File: src/rtl/i2c_slave_regbank.sv
// I2C target with byte register bank, auto-incrementing wrapping pointer and local host port.
// Latency: bus inputs pass SYNC_STAGES flops; SDA changes one cycle after a detected SCL fall.
// Backpressure: none; every data byte is ACKed, and the host port is written on any clk edge.
module i2c_slave_regbank #(
    parameter logic [6:0] SLAVE_ADDR  = 7'h42,
    parameter int         NUM_REGS    = 16,
    parameter int         PTR_W       = 4,
    parameter int         SYNC_STAGES = 2
) (
    input  logic             clk,
    input  logic             reset,
    input  logic             scl,
    input  logic             sda,
    output logic             sda_out,
    output logic             sda_oe,
    input  logic             host_we,
    input  logic [PTR_W-1:0] host_addr,
    input  logic [7:0]       host_wdata,
    output logic [7:0]       host_rdata,
    output logic             wr_strobe,
    output logic [PTR_W-1:0] wr_addr,
    output logic [7:0]       wr_data,
    output logic             busy
);

    typedef enum logic [3:0] {
        S_IDLE, S_ADDR, S_ADDR_ACK, S_PTR, S_WR_DATA,
        S_WR_ACK, S_RD_DATA, S_RD_ACK, S_WAIT_STOP
    } state_t;

    state_t                 state_q, state_d;
    logic [SYNC_STAGES-1:0] scl_sync_q, scl_sync_d, sda_sync_q, sda_sync_d;
    logic                   scl_prev_q, scl_prev_d, sda_prev_q, sda_prev_d;
    logic [2:0]             cnt_q, cnt_d;
    logic [7:0]             sh_q, sh_d;
    logic [PTR_W-1:0]       ptr_q, ptr_d;
    logic                   phase_q, phase_d;
    logic                   rw_q, rw_d;
    logic                   busy_q, busy_d;
    logic                   oe_q, oe_d;
    logic                   out_q, out_d;
    logic                   wr_strobe_q, wr_strobe_d;
    logic [PTR_W-1:0]       wr_addr_q, wr_addr_d;
    logic [7:0]             wr_data_q, wr_data_d;
    logic [7:0]             regs_q [NUM_REGS];
    logic [7:0]             regs_d [NUM_REGS];

    logic             scl_s, sda_s, scl_rise, scl_fall, start_det, stop_det;
    logic [7:0]       rx_byte;
    logic [PTR_W-1:0] ptr_next;
    logic             ptr_ok, host_ok, commit;

    assign scl_s     = scl_sync_q[SYNC_STAGES-1];
    assign sda_s     = sda_sync_q[SYNC_STAGES-1];
    assign scl_rise  = scl_s & ~scl_prev_q;
    assign scl_fall  = ~scl_s & scl_prev_q;
    assign start_det = scl_s & scl_prev_q & sda_prev_q & ~sda_s;
    assign stop_det  = scl_s & scl_prev_q & ~sda_prev_q & sda_s;
    assign rx_byte   = {sh_q[6:0], sda_s};
    assign ptr_next  = (ptr_q == PTR_W'(NUM_REGS - 1)) ? '0 : ptr_q + 1'b1;
    assign ptr_ok    = {1'b0, rx_byte} < 9'(NUM_REGS);
    assign host_ok   = int'(host_addr) < NUM_REGS;

    assign host_rdata = host_ok ? regs_q[host_addr] : 8'h00;
    assign sda_oe     = oe_q;
    assign sda_out    = out_q;
    assign busy       = busy_q;
    assign wr_strobe  = wr_strobe_q;
    assign wr_addr    = wr_addr_q;
    assign wr_data    = wr_data_q;

    always_comb begin
        scl_sync_d = {scl_sync_q[SYNC_STAGES-2:0], scl};
        sda_sync_d = {sda_sync_q[SYNC_STAGES-2:0], sda};
        scl_prev_d = scl_s;
        sda_prev_d = sda_s;
    end

    always_comb begin
        state_d = state_q;
        cnt_d   = cnt_q;
        sh_d    = sh_q;
        ptr_d   = ptr_q;
        phase_d = phase_q;
        rw_d    = rw_q;
        busy_d  = busy_q;
        oe_d    = oe_q;
        commit  = 1'b0;
        if (stop_det) begin
            state_d = S_IDLE;
            oe_d    = 1'b0;
            busy_d  = 1'b0;
        end else if (start_det) begin
            state_d = S_ADDR;
            cnt_d   = '0;
            oe_d    = 1'b0;
        end else begin
            case (state_q)
                S_ADDR: if (scl_rise) begin
                    sh_d  = rx_byte;
                    cnt_d = cnt_q + 3'd1;
                    if (cnt_q == 3'd7) begin
                        if (rx_byte[7:1] == SLAVE_ADDR) begin
                            state_d = S_ADDR_ACK;
                            phase_d = 1'b0;
                            rw_d    = rx_byte[0];
                            busy_d  = 1'b1;
                        end else begin
                            state_d = S_WAIT_STOP;
                            busy_d  = 1'b0;
                        end
                    end
                end
                // phase 0: waiting for the fall that starts the ACK; phase 1: ACK is on the bus
                S_ADDR_ACK: if (scl_fall) begin
                    if (!phase_q) begin
                        phase_d = 1'b1;
                        oe_d    = 1'b1;
                    end else if (rw_q) begin
                        sh_d    = regs_q[ptr_q];
                        oe_d    = ~regs_q[ptr_q][7];
                        cnt_d   = '0;
                        state_d = S_RD_DATA;
                    end else begin
                        oe_d    = 1'b0;
                        cnt_d   = '0;
                        state_d = S_PTR;
                    end
                end
                S_PTR: if (scl_rise) begin
                    sh_d  = rx_byte;
                    cnt_d = cnt_q + 3'd1;
                    if (cnt_q == 3'd7) begin
                        if (ptr_ok) begin
                            ptr_d   = rx_byte[PTR_W-1:0];
                            phase_d = 1'b0;
                            state_d = S_WR_ACK;
                        end else begin
                            state_d = S_WAIT_STOP;
                        end
                    end
                end
                S_WR_DATA: if (scl_rise) begin
                    sh_d  = rx_byte;
                    cnt_d = cnt_q + 3'd1;
                    if (cnt_q == 3'd7) begin
                        commit  = 1'b1;
                        ptr_d   = ptr_next;
                        phase_d = 1'b0;
                        state_d = S_WR_ACK;
                    end
                end
                S_WR_ACK: if (scl_fall) begin
                    if (!phase_q) begin
                        phase_d = 1'b1;
                        oe_d    = 1'b1;
                    end else begin
                        oe_d    = 1'b0;
                        cnt_d   = '0;
                        state_d = S_WR_DATA;
                    end
                end
                // the byte rotates so sh_q[7] is always the bit currently on the bus
                S_RD_DATA: if (scl_fall) begin
                    if (cnt_q == 3'd7) begin
                        oe_d    = 1'b0;
                        ptr_d   = ptr_next;
                        phase_d = 1'b0;
                        state_d = S_RD_ACK;
                    end else begin
                        sh_d  = {sh_q[6:0], sh_q[7]};
                        oe_d  = ~sh_q[6];
                        cnt_d = cnt_q + 3'd1;
                    end
                end
                S_RD_ACK: begin
                    if (scl_rise) begin
                        if (sda_s) state_d = S_WAIT_STOP;
                        else       phase_d = 1'b1;
                    end else if (scl_fall && phase_q) begin
                        sh_d    = regs_q[ptr_q];
                        oe_d    = ~regs_q[ptr_q][7];
                        cnt_d   = '0;
                        state_d = S_RD_DATA;
                    end
                end
                default: ;
            endcase
        end
        out_d       = ~oe_d;
        wr_strobe_d = commit;
        wr_addr_d   = commit ? ptr_q : wr_addr_q;
        wr_data_d   = commit ? rx_byte : wr_data_q;
    end

    // I2C commit is applied last so it wins a same-register collision with the host
    always_comb begin
        regs_d = regs_q;
        if (host_we && host_ok) regs_d[host_addr] = host_wdata;
        if (commit)             regs_d[ptr_q]     = rx_byte;
    end

    always_ff @(posedge clk or negedge reset) begin
        if (!reset) begin
            state_q     <= S_IDLE;
            scl_sync_q  <= '1;
            sda_sync_q  <= '1;
            scl_prev_q  <= 1'b1;
            sda_prev_q  <= 1'b1;
            cnt_q       <= '0;
            sh_q        <= '0;
            ptr_q       <= '0;
            phase_q     <= 1'b0;
            rw_q        <= 1'b0;
            busy_q      <= 1'b0;
            oe_q        <= 1'b0;
            out_q       <= 1'b1;
            wr_strobe_q <= 1'b0;
            wr_addr_q   <= '0;
            wr_data_q   <= '0;
            regs_q      <= '{default: 8'h00};
        end else begin
            state_q     <= state_d;
            scl_sync_q  <= scl_sync_d;
            sda_sync_q  <= sda_sync_d;
            scl_prev_q  <= scl_prev_d;
            sda_prev_q  <= sda_prev_d;
            cnt_q       <= cnt_d;
            sh_q        <= sh_d;
            ptr_q       <= ptr_d;
            phase_q     <= phase_d;
            rw_q        <= rw_d;
            busy_q      <= busy_d;
            oe_q        <= oe_d;
            out_q       <= out_d;
            wr_strobe_q <= wr_strobe_d;
            wr_addr_q   <= wr_addr_d;
            wr_data_q   <= wr_data_d;
            regs_q      <= regs_d;
        end
    end

endmodule

File: config.mk
export PLATFORM = sky130hd
export DESIGN_NAME = i2c_slave_regbank
export DESIGN_NICKNAME = d
export VERILOG_FILES = /design/src/rtl/i2c_slave_regbank.sv
export SDC_FILE = /design/constraint.sdc
export NUM_CORES = 1
export LEC_CHECK = 0
export CORE_ASPECT_RATIO = 0.9
export CORE_MARGIN = 10
export CORE_UTILIZATION = 55
export CTS_CLUSTER_SIZE = 20
export DETAILED_ROUTE_END_ITERATION = 7
export HOLD_SLACK_MARGIN = 0.05
export PLACE_DENSITY = 0.73
export SYNTH_ARGS = -nofsm -noshare
export SYNTH_HDL_FRONTEND = slang
export SYNTH_SLANG_ARGS = --single-unit
File: constraint.sdc
create_clock -name clk -period 5 [get_ports clk]
set_input_delay 0.75 -clock clk [delete_from_list [all_inputs] [get_ports clk]]
set_output_delay 0.75 -clock clk [all_outputs]
set_load 0.01 [all_outputs]
## Word-level counts from Yosys, hierarchy flattened

Cells that the tools add are included.

- Logic and storage cells: 224
- Register bits: 171
- Output and inout bits: 24

- Mux-type cells: 97
- $lt $le $gt $ge: 5
- Equal/unequal tests: 50
- Reduce and logical (&&, ||, !) cells: 20
- Bitwise logic cells: 18
- $add $sub $neg: 2

Operators by type and width:

| cell | number |
|---|---|
| 128-bit bitwise mux | 2 |
| 128-bit 2-to-1 mux | 2 |
| 8-bit 2-to-1 mux | 14 |
| 4-bit 2-to-1 mux | 26 |
| 8-bit binary-select mux with 4-bit select | 2 |
| 8-bit demux with 4-bit select | 2 |
| 4-bit != test (second input constant) | 12 |
| 1-bit 2-to-1 mux | 34 |
| 2-bit != test (second input constant) | 16 |
| 8-bit one-hot mux with 4 select lines | 1 |
| 4-bit one-hot mux with 7 select lines | 1 |
| 3-bit 2-to-1 mux | 9 |
| 4-bit by 3-bit == test with 1-bit output (second input constant) | 4 |
| 15-bit AND reduction | 1 |
| 14-bit AND reduction | 1 |
| 3-bit != test (second input constant) | 4 |
| 3-bit one-hot mux with 4 select lines | 1 |
| 4-bit one-hot mux with 3 select lines | 1 |
| 11-bit AND reduction | 1 |
| 5-bit >= comparator (second input constant) | 2 |
| 5-bit by 1-bit less-than comparator with 1-bit output (second input constant) | 2 |
| 5-bit != test (second input constant) | 2 |
| 4-bit inverter with 5-bit output | 2 |
| 3-bit by 1-bit != test with 1-bit output (second input constant) | 3 |
| 26 further kinds | 47 |

## Logic depth before layout (Yosys ltp)

Gate-level depths: netlist of the first run.

- Depth after elaboration: 12
- Gate-level depth with buffers: 10

## Least setup slack after synthesis of the first run

No wires, ideal clock.

- Kind: input to output
- Start point: input host_addr[0]
- End point: output host_rdata[0]
- Required time: 4.250 ns
- Path slack: 1.674 ns
- Data arrival time: 2.576 ns
- Cell stages on the path: 4
- Path through: clkbuf_1 -> buf_1 -> mux4_2 -> mux4_2

- Cells in the longest elaborated chain, start to end: 4

RTL lines:

| item | line | text |
|---|---|---|
| start, declared | 17 | `input logic [PTR_W-1:0] host_addr,` |
| 4-bit inverter with 5-bit output (implied by the code) | 64 | `assign host_rdata = host_ok ? regs_q[host_addr] : 8'h00;` |
| 8-bit binary-select mux with 4-bit select | 64 |  |
| 8-bit 2-to-1 mux (implied by the code) (2 in series) | 64 |  |
| end, declared | 19 | `output logic [7:0] host_rdata,` |

No other way between the ends. The select of a mux whose other input is x is not followed.

## Worst setup path after layout of the first run

- Start point: input host_addr[0]
- End point: output host_rdata[2]

Same word-level chain as after synthesis.

==> metrics.cfg, run 1 <==
[detailed_routing]
avgViaCountPerCell=6.72
drc_errors=0
wl_per_cell_um=25.2
dr.pass1.iters=6
routed_wl_mm=32.1
vias=8535
drt_iter0_drc=1164
drtAntennaViolNets=0

[cts]
cts-root-buf=clkbuf_16
tritoncts=yes
clk_pin_slew_ns=0.07
cts_buffer_depth=2
post_cts_buffers=0
clock_latency_ns=0.44
htreeDepth=4
cts.sinks=171
cts_resized=0
cts_inserted_buffers=17
holdBufCountCts=0

[yosys]
ys_seq_elements=171
muxShareOfSynthArea_pct=29.9
ys_warn_count=0
synth_flop_cell=dfrtp_1
postSynthAreaPerCell_um2=10.4
synth_area_um2=10600
seq_area_frac_synth_pct=40.3
postSynthCellCount=1022
synth-adder-area-share_pct=0.705
ys_async_sr_fraction_pct=100
syn_nets=1045
synth-edff-count=0
synth-xor-area-share_pct=0.247
yosys.area_share.simple_pct=12.3
synth_compound_area_share_pct=12.6
synth.distinct_cells=69
synth_top_family_by_area=multiplexers
yosysTopAreaCell=dfrtp_1
netlist.area_leader.share_pct=38.5
synth.top_cells.by_area=dfrtp_1, mux4_2, mux2i_1

[sta]
finalCritPeriodShare_pct=79.1
rsz0062_at_grt=no
fin_skew_ns=0.0115
fin_ws_ns=1.05
slew_violations=0
hold_viol=0
max_freq_mhz=253
timing.slew.headroom_pct=10.6
tns_ns=0
layout_min_cycle_time_ns=3.95
worst_pin_slew_ns=1.34
finalSetupViolCount=0
hold_ws_ns=0.353

[layout]
multi_input_comb_area_um2=5940
antenna_cells=0
syn_to_final_growth_pct=10.1
drive_above_1_share_pct=15.7
fill_cells=1555
regArea_um2=4290
nNetsFinal=1031

[floorplanning]
initial_core_util_pct=55.8
rows=48
die_h_um=152
io_pins=41
die_area_um2=25300
coreArea_um2=19100
die_w_um=167

[power]
p_leak_nw=4.69
combinationalPowerShare_pct=34.3
seqPwrFrac_pct=41.5
peakVddDrop_mv=0.310
p_switching_mw=2.16
p_int_mw=3.43
netSwitchingFraction_pct=38.6
total_power_mw=5.59
power.density_nw_per_um2=477
clock_power_share_pct=24.1

[global_route]
antenna_found_initial=0
grt_pass1_wl_mm=50.4
grt_use_total_pct=25.0
grt_pass1_vias=8140
grt_max_degree=85
grt-ovfl-total=0

[worst_setup_path]
start_kind=input port
path_max_fanout=34
critical_path_arrival_ns=3.20
critPathKind=in2out
cp.required_ns=4.25
cp-end-kind=primary output

[place]
place_ws_ns=0.986
gp_congestion=0.927
dp_hpwl_mm=21.3
portBuffers=40

[run_status]
status=finished clean

[flow_run]
max_cap_viol_count=0

[hold_path]
min_path_type=in2async

==> logic make-up after synthesis <==
logic type | after synthesis
and+or+nand+nor | 282
DFF | 171
xor gates and xnor gates | 3
muxes | 226
buffers and inverters | 104
AOI/OAI and AO/OA | 230
adders and majority gates | 6
==> registers in the layout, indices dropped and copies added, names as in the netlist <==
name and flops:
sda_oe 1, busy 1, regs_q 128, ptr_q 4, sda_prev_q 1, phase_q 1
scl_prev_q 1, sda_out 1, state_q 4, sh_q 8, cnt_q 3, wr_addr 4
sda_sync_q 2, wr_data 8, rw_q 1, wr_strobe 1, scl_sync_q 2
==> metal layers <==
layer	routed length (um)	up-vias	share of wire (%)	GRT usage, %
met5	0	-	0	0
met4	1040	0	3.3	7.69
met3	3960	80	12	8.59
met2	14200	525	44	37.6
met1	12800	4178	40	33.5
li1	-	3752	-	-
==> per-stage QoR <==
step	std cells	utilization (%)	area [um2]
CTS	1271	61.4	11700
floorplan	1022	-	10600
global route	1271	61.4	11700
detailed placement	1239	58.3	11100
global placement	1239	58.3	11100
finish	1271	61.4	11700
==> power by group through the flow <==
stage / Combinational (mW) / Sequential, mW / Clock (mW)
after floorplan: 1.67 / 1.88 / 0
after global placement: 1.84 / 2.30 / 0
after detailed placement: 1.89 / 2.31 / 0
after CTS: 1.90 / 2.29 / 1.36
after global routing: 2.07 / 2.35 / 1.42
final: 1.92 / 2.32 / 1.35
==> synthesized netlist by cell type (2+ instances only) <==
cell type    n
nand2_1     49
and3_1       2
nor3b_1      4
or2_2        2
nand2b_1     7
and2_1       3
a21boi_0     2
mux4_2      73
a22o_1       3
inv_1        8
nor3_1       2
o21a_1       5
or3_1        9
nand4b_1     2
a31oi_1      9
nand4_1      6
xnor2_1      2
mux2i_1    143
and3b_1      2
dfstp_2      7
nor2_1     152
nand3_1     13
o41ai_1      2
o21ai_0     18
nor2b_1      6
dfrtp_1    164
nand3b_1     9
o22ai_1      5
a21oi_1    147
ha_1         6
buf_2       14
nor3_2       2
o2111ai_1    5
or3b_2       4
nor4_1       2
clkbuf_1    66
a2bb2oi_1    8
nand4bb_1    2
a311oi_1     2
buf_1       12
mux2_2      10
o31ai_1      6
==> worst max-delay path, stage by stage <==
cell and delay, ns:
buf_2 0.80, mux4_2 0.61, mux4_2 0.51, clkdlybuf4s50_1 0.50
==> final cells by class <==
type	count	area share, %
clock buffers	18	3.74
clock inverters	14	1.32
inverters	9	0.288
multi-input cells	747	50.7
flip-flops and latches	171	36.6
well taps	250	2.67
repair buffers	62	4.75
==> worst paths after layout <==
check | from | end | slack, ns | cells after the start
min in group clk | sda_sync_q[0] | sda_sync_q[1] | 0.36 | 0
max in group asynchronous | reset | regs_q[6] | 3.52 | 2
worst min-delay path | reset | wr_data[4] | 0.35 | 1
worst max register to register | state_q[0] | regs_q[16] | 1.49 | 6
worst max-delay path | host_addr[0] | host_rdata[2] | 1.05 | 4
worst min register to register | sda_sync_q[0] | sda_sync_q[1] | 0.36 | 0
==> placed cells by master (no fill, tap or decap), types with 3 or more instances in the layout <==
master	instances
mux4_2	73
o21a_1	5
mux2_2	10
nand3_1	13
dfstp_2	7
o22ai_1	5
ha_1	6
or3b_2	4
o21ai_0	18
nand4_1	6
clkbuf_16	17
clkinv_4	3
clkdlybuf4s50_1	37
nand2_1	49
o2111ai_1	5
dfrtp_1	163
nand3b_1	9
nor3b_1	4
a31oi_1	9
and2_1	3
inv_1	8
a2bb2oi_1	8
nand2b_1	7
nor2b_1	6
or3_1	9
buf_4	22
o31ai_1	6
inv_6	6
nor2_1	152
a21oi_1	147
mux2i_1	143
a22o_1	3
Note: power is estimated with default switching activity, not from simulation.
==> run 2, diff against run 1 <==
- PLACE_DENSITY: 0.73 -> 0.76
- clock period: 5 -> 3.3 ns (I/O delays scaled with it)
==> run 2 against run 1 <==
- routed wire length grew 0.57%
- flip-flop and latch count is the same
- clock skew shrank 0.0013 ns
- highest routed layer unchanged
==> metrics.cfg, run 2 (synthesis results as in run 1) <==
[run_status]
status=finished clean

[floorplanning]
initial_core_util_pct=55.8
coreArea_um2=19100
die_h_um=152
io_pins=41
die_w_um=167
rows=48
die_area_um2=25300

[global_route]
grt_use_total_pct=25.0
grt_pass1_vias=8589
antenna_found_initial=1
grt_max_degree=63
grt-ovfl-total=0
grt_pass1_wl_mm=50.4
use_met3_pct=8.59
use_met2_pct=37.7
use_met1_pct=33.2
busiest_layer=met2

[detailed_routing]
routed_wl_mm=32.3
drt_iter0_drc=1161
wl_per_cell_um=24.9
drtAntennaViolNets=0
drc_errors=0
vias=8734
dr.pass1.iters=7
avgViaCountPerCell=6.75

[power]
p_int_mw=5.28
p_switching_mw=3.31
power.density_nw_per_um2=721
netSwitchingFraction_pct=38.5
clock_power_share_pct=23.3
p_leak_nw=4.81
combinationalPowerShare_pct=38.8
peakVddDrop_mv=0.377
seqPwrFrac_pct=37.9

[sta]
max_freq_mhz=328
worst_pin_slew_ns=1.09
finalSetupViolCount=0
rsz0062_at_grt=no
tns_ns=0
finalCritPeriodShare_pct=92.4
hold_viol=0
fin_ws_ns=0.251
timing.slew.headroom_pct=27.2
slew_violations=0
layout_min_cycle_time_ns=3.05
fin_skew_ns=0.0101

[worst_setup_path]
r2r_slack_ns=0.25
cp-end-kind=register
reg2reg_to=regs_q[44]
critical_path_arrival_ns=3.32
rr_worst_depth=5
critPathKind=reg2reg
crit_cells=5
r2r_start=state_q[0]
crit_path_max_incr_delay_ns=0.79
start_kind=register
cp-endpoint=regs_q[44]
worst-path-buf-inv=0
cp_cell_sequence=or3b_1 > nor3_2 > nand3_1 > nor2_1 > a21oi_1
crit_start=state_q[0]
path_max_fanout=16
cp_top_family=simple AND/OR/NAND/NOR gates
cp.required_ns=3.57
cpMaxStageDelayCell=nand3_1

[cts]
holdBufCountCts=0
cts_inserted_buffers=17
cts_buffer_depth=2
cts.sinks=171
cts-root-buf=clkbuf_16
clk_pin_slew_ns=0.07
clock_latency_ns=0.44
post_cts_buffers=0
cts_resized=0
tritoncts=yes
htreeDepth=4

[flow_run]
max_cap_viol_count=0

[place]
placed_cells=1261
place_ws_ns=0.307
dp_hpwl_mm=22.1
gp_congestion=0.963
portBuffers=40

[layout]
fill_cells=1512
drive_above_1_share_pct=17.4
antenna_cells=0
syn_to_final_growth_pct=11.9
regMostFlops=regs_q
multi_input_comb_area_um2=5940
nNetsFinal=1053
largest_reg_flops=128
finalNonFillerCells=1293
regArea_um2=4290
layout_commonest_cell=dfrtp_1
final_cell_mix=dfrtp_1, nor2_1, a21oi_1

[hold_path]
min_path_type=in2async

-- run 2: cell type report --
class	instances	area share (%)
clock buffers	19	3.72
clock inverters	13	1.14
inverters	9	0.284
multi-input cells	747	49.9
flip-flops and latches	171	36.0
well taps	250	2.63
repair buffers	84	6.37
-- run 2: how the worst min path moves through the flow --
stage	start	to	slack (ns)	depth (start not counted)
3_5_place_dp	sda_sync_q[0]	sda_sync_q[1]	0.35	0
2_1_floorplan	reset	busy	0.20	0
4_1_cts	reset	wr_data[7]	0.06	1
6_report	reset	wr_data[7]	0.03	1
5_1_grt	reset	wr_data[2]	0.07	1
3_3_place_gp	sda_sync_q[0]	sda_sync_q[1]	0.35	0
-- run 2: routing by layer --
| layer | share of wire, % | routed length (um) | vias to the layer above |
|---|---|---|---|
| li1 | - | - | 3792 |
| met1 | 39 | 12400 | 4264 |
| met2 | 45 | 14600 | 591 |
| met3 | 13 | 4150 | 87 |
| met4 | 3.2 | 1020 | 0 |
| met5 | 0 | 0 | - |
-- run 2: through the flow --
stage	total power [mW]	util, %	hold slack [ns]	instance area (um2)
after global placement	6.40	59.4	0.351	11300
after CTS	8.50	62.4	0.0566	11900
after detailed placement	6.50	59.4	0.350	11300
after floorplan	5.38	-	0.199	10600
after global routing	8.96	62.4	0.0655	11900
final	8.59	62.4	0.0333	11900
-- run 2: worst reg2reg max path, delay by kind of cell, from the launching register on --
| family | cells | cell delay (ns) |
|---|---|---|
| flops | 1 | 0.37 |
| simple gates | 4 | 2.44 |
| compound gates | 1 | 0.09 |
-- run 2: power by group through the flow --
stage          Combinational (mW)  Sequential (mW)  Clock [mW]
3_5_place_dp                 3.26             3.24           0
6_report                     3.33             3.26        2.00
5_1_grt                      3.56             3.30        2.10
4_1_cts                      3.27             3.21        2.02
2_1_floorplan                2.53             2.85           0
3_3_place_gp                 3.17             3.23           0
==> run 3, diff against run 2 <==
--- a/constraint.sdc
+++ b/constraint.sdc
@@ -3,2 +3,2 @@
 set_output_delay 0.495 -clock clk [all_outputs]
-set_load 0.01 [all_outputs]
+set_load 0.02 [all_outputs]
==> run 3 against run 2 <==
- clock skew about the same
- highest routed layer unchanged
- non-clock buffer count increased by 1
- worst setup slack better by 0.025 ns
- via count up 0.18%
- total power rose by 0.48%
- global-route usage grew 0.23 points
- largest power group unchanged
- register-to-register slack improved by 0.03 ns
==> metrics.cfg, run 3 (synthesis results as in run 1) <==
[cts]
post_cts_buffers=0
htreeDepth=4
cts-root-buf=clkbuf_16
cts.sinks=171
holdBufCountCts=0
cts_resized=0
tritoncts=yes
clock_latency_ns=0.45
cts_buffer_depth=2
clk_pin_slew_ns=0.08
cts_inserted_buffers=17

[worst_setup_path]
cp_top_family=simple AND/OR/NAND/NOR gates
start_kind=register
worst-path-buf-inv=0
critPathKind=reg2reg
reg2reg_to=regs_q[90]
crit_path_max_incr_delay_ns=0.82
rr_worst_depth=5
critical_path_arrival_ns=3.31
cp_cell_sequence=or3b_1 > nor3_2 > nand3_1 > nor2_1 > a21oi_1
cp-endpoint=regs_q[90]
crit_start=state_q[0]
r2r_slack_ns=0.28
cp.required_ns=3.58
cpMaxStageDelayCell=nand3_1
path_max_fanout=16
r2r_start=state_q[0]
cp-end-kind=register
crit_cells=5

[layout]
layout_commonest_cell=dfrtp_1
fill_cells=1500
syn_to_final_growth_pct=12.0
multi_input_comb_area_um2=5940
finalNonFillerCells=1294
final_cell_mix=dfrtp_1, nor2_1, a21oi_1
regArea_um2=4290
regMostFlops=regs_q
nNetsFinal=1054
antenna_cells=0
drive_above_1_share_pct=17.5
finalInstanceArea_um2=11900
largest_reg_flops=128

[sta]
tns_ns=0
finalCritPeriodShare_pct=91.6
fin_skew_ns=0.0106
rsz0062_at_grt=no
worst_pin_slew_ns=1.11
hold_viol=0
timing.slew.headroom_pct=25.8
max_freq_mhz=331
slew_violations=0
finalSetupViolCount=0
layout_min_cycle_time_ns=3.02

[power]
p_leak_nw=4.81
power.density_nw_per_um2=724
peakVddDrop_mv=0.382

[detailed_routing]
top_layer_used=met4
met3_length_mm=4.04
drt_iter0_drc=1199
dr.pass1.iters=5
drtAntennaViolNets=0
met2_length_mm=14.8
met1_length_mm=12.9
wl_per_cell_um=25.1
avgViaCountPerCell=6.76
routed_wl_mm=32.5
vias=8750
drc_errors=0

[hold_path]
min_path_type=in2async

[place]
portBuffers=40
gp_congestion=0.938
dp_hpwl_mm=22.0
detailed_place.area_um2=11400
placed_cells=1262

[global_route]
grt-ovfl-total=0
antenna_found_initial=0
grt_max_degree=77
grt_pass1_vias=8559
grt_pass1_wl_mm=50.8
grt_use_total_pct=25.2

[floorplanning]
io_pins=41
die_w_um=167
rows=48
die_h_um=152
die_area_um2=25300
coreArea_um2=19100
initial_core_util_pct=55.8

[flow_run]
max_cap_viol_count=0

[run_status]
status=finished clean

==> run 3: changes by cell type in the layout (fill, tap and decap cells not counted) <==
cell / before / now
clkinvlp_4: 0 / 2
clkinv_8: 0 / 1
clkbuf_1: 1 / 0
bufinv_16: 1 / 0
inv_8: 2 / 3
clkinv_4: 6 / 2
buf_12: 3 / 4
inv_6: 3 / 5
==> run 3: per-layer routing <==
metal | up-vias | global-route usage [%]
li1 | 3793 | -
met4 | 0 | 7.27
met5 | - | 0
met3 | 64 | 8.69
met1 | 4279 | 33.8
met2 | 614 | 38.1
==> run 3: layout make-up <==
class | instances | area share (%)
repair buffers | 85 | 6.54
flip-flops and latches | 171 | 36.0
clock inverters | 14 | 1.10
multi-input cells | 747 | 49.8
clock buffers | 18 | 3.68
well taps | 250 | 2.62
inverters | 9 | 0.283
==> run 3: stage by stage <==
step           worst slack, ns  power [mW]  util [%]  hold WS [ns]
2_1_floorplan            0.443        5.41         -         0.199
3_3_place_gp             0.327        6.44      59.5         0.351
3_5_place_dp             0.290        6.52      59.5         0.354
4_1_cts                  0.290        8.51      62.4         0.118
5_1_grt                  0.127        9.00      62.4         0.135
6_report                 0.276        8.63      62.4        0.0866
==> run 3: worst min-delay path by stage <==
stage                       start       endpoint  slack (ns)  cells after the start
floorplan                   reset           busy        0.20                      0
global route                reset     wr_data[4]        0.13                      1
finish                      reset     wr_data[4]        0.09                      1
detailed placement  scl_sync_q[0]  scl_sync_q[1]        0.35                      0
global placement    scl_sync_q[0]  scl_sync_q[1]        0.35                      0
CTS                         reset     wr_data[7]        0.12                      1
==> run 3: worst register-to-register path, stage by stage (launching register included) <==
cell and delay, ns:
dfrtp_1 0.38, or3b_1 0.56, nor3_2 0.67, nand3_1 0.82
nor2_1 0.35, a21oi_1 0.09
==> run 3: where the power goes <==
group	total [mW]	switching [mW]	internal, mW	leakage [nW]
sequential	3.27	0.695	2.58	1.95
combinational	3.37	1.75	1.62	2.58
clock	1.99	0.971	1.02	0.277
total	8.63	3.42	5.22	4.81
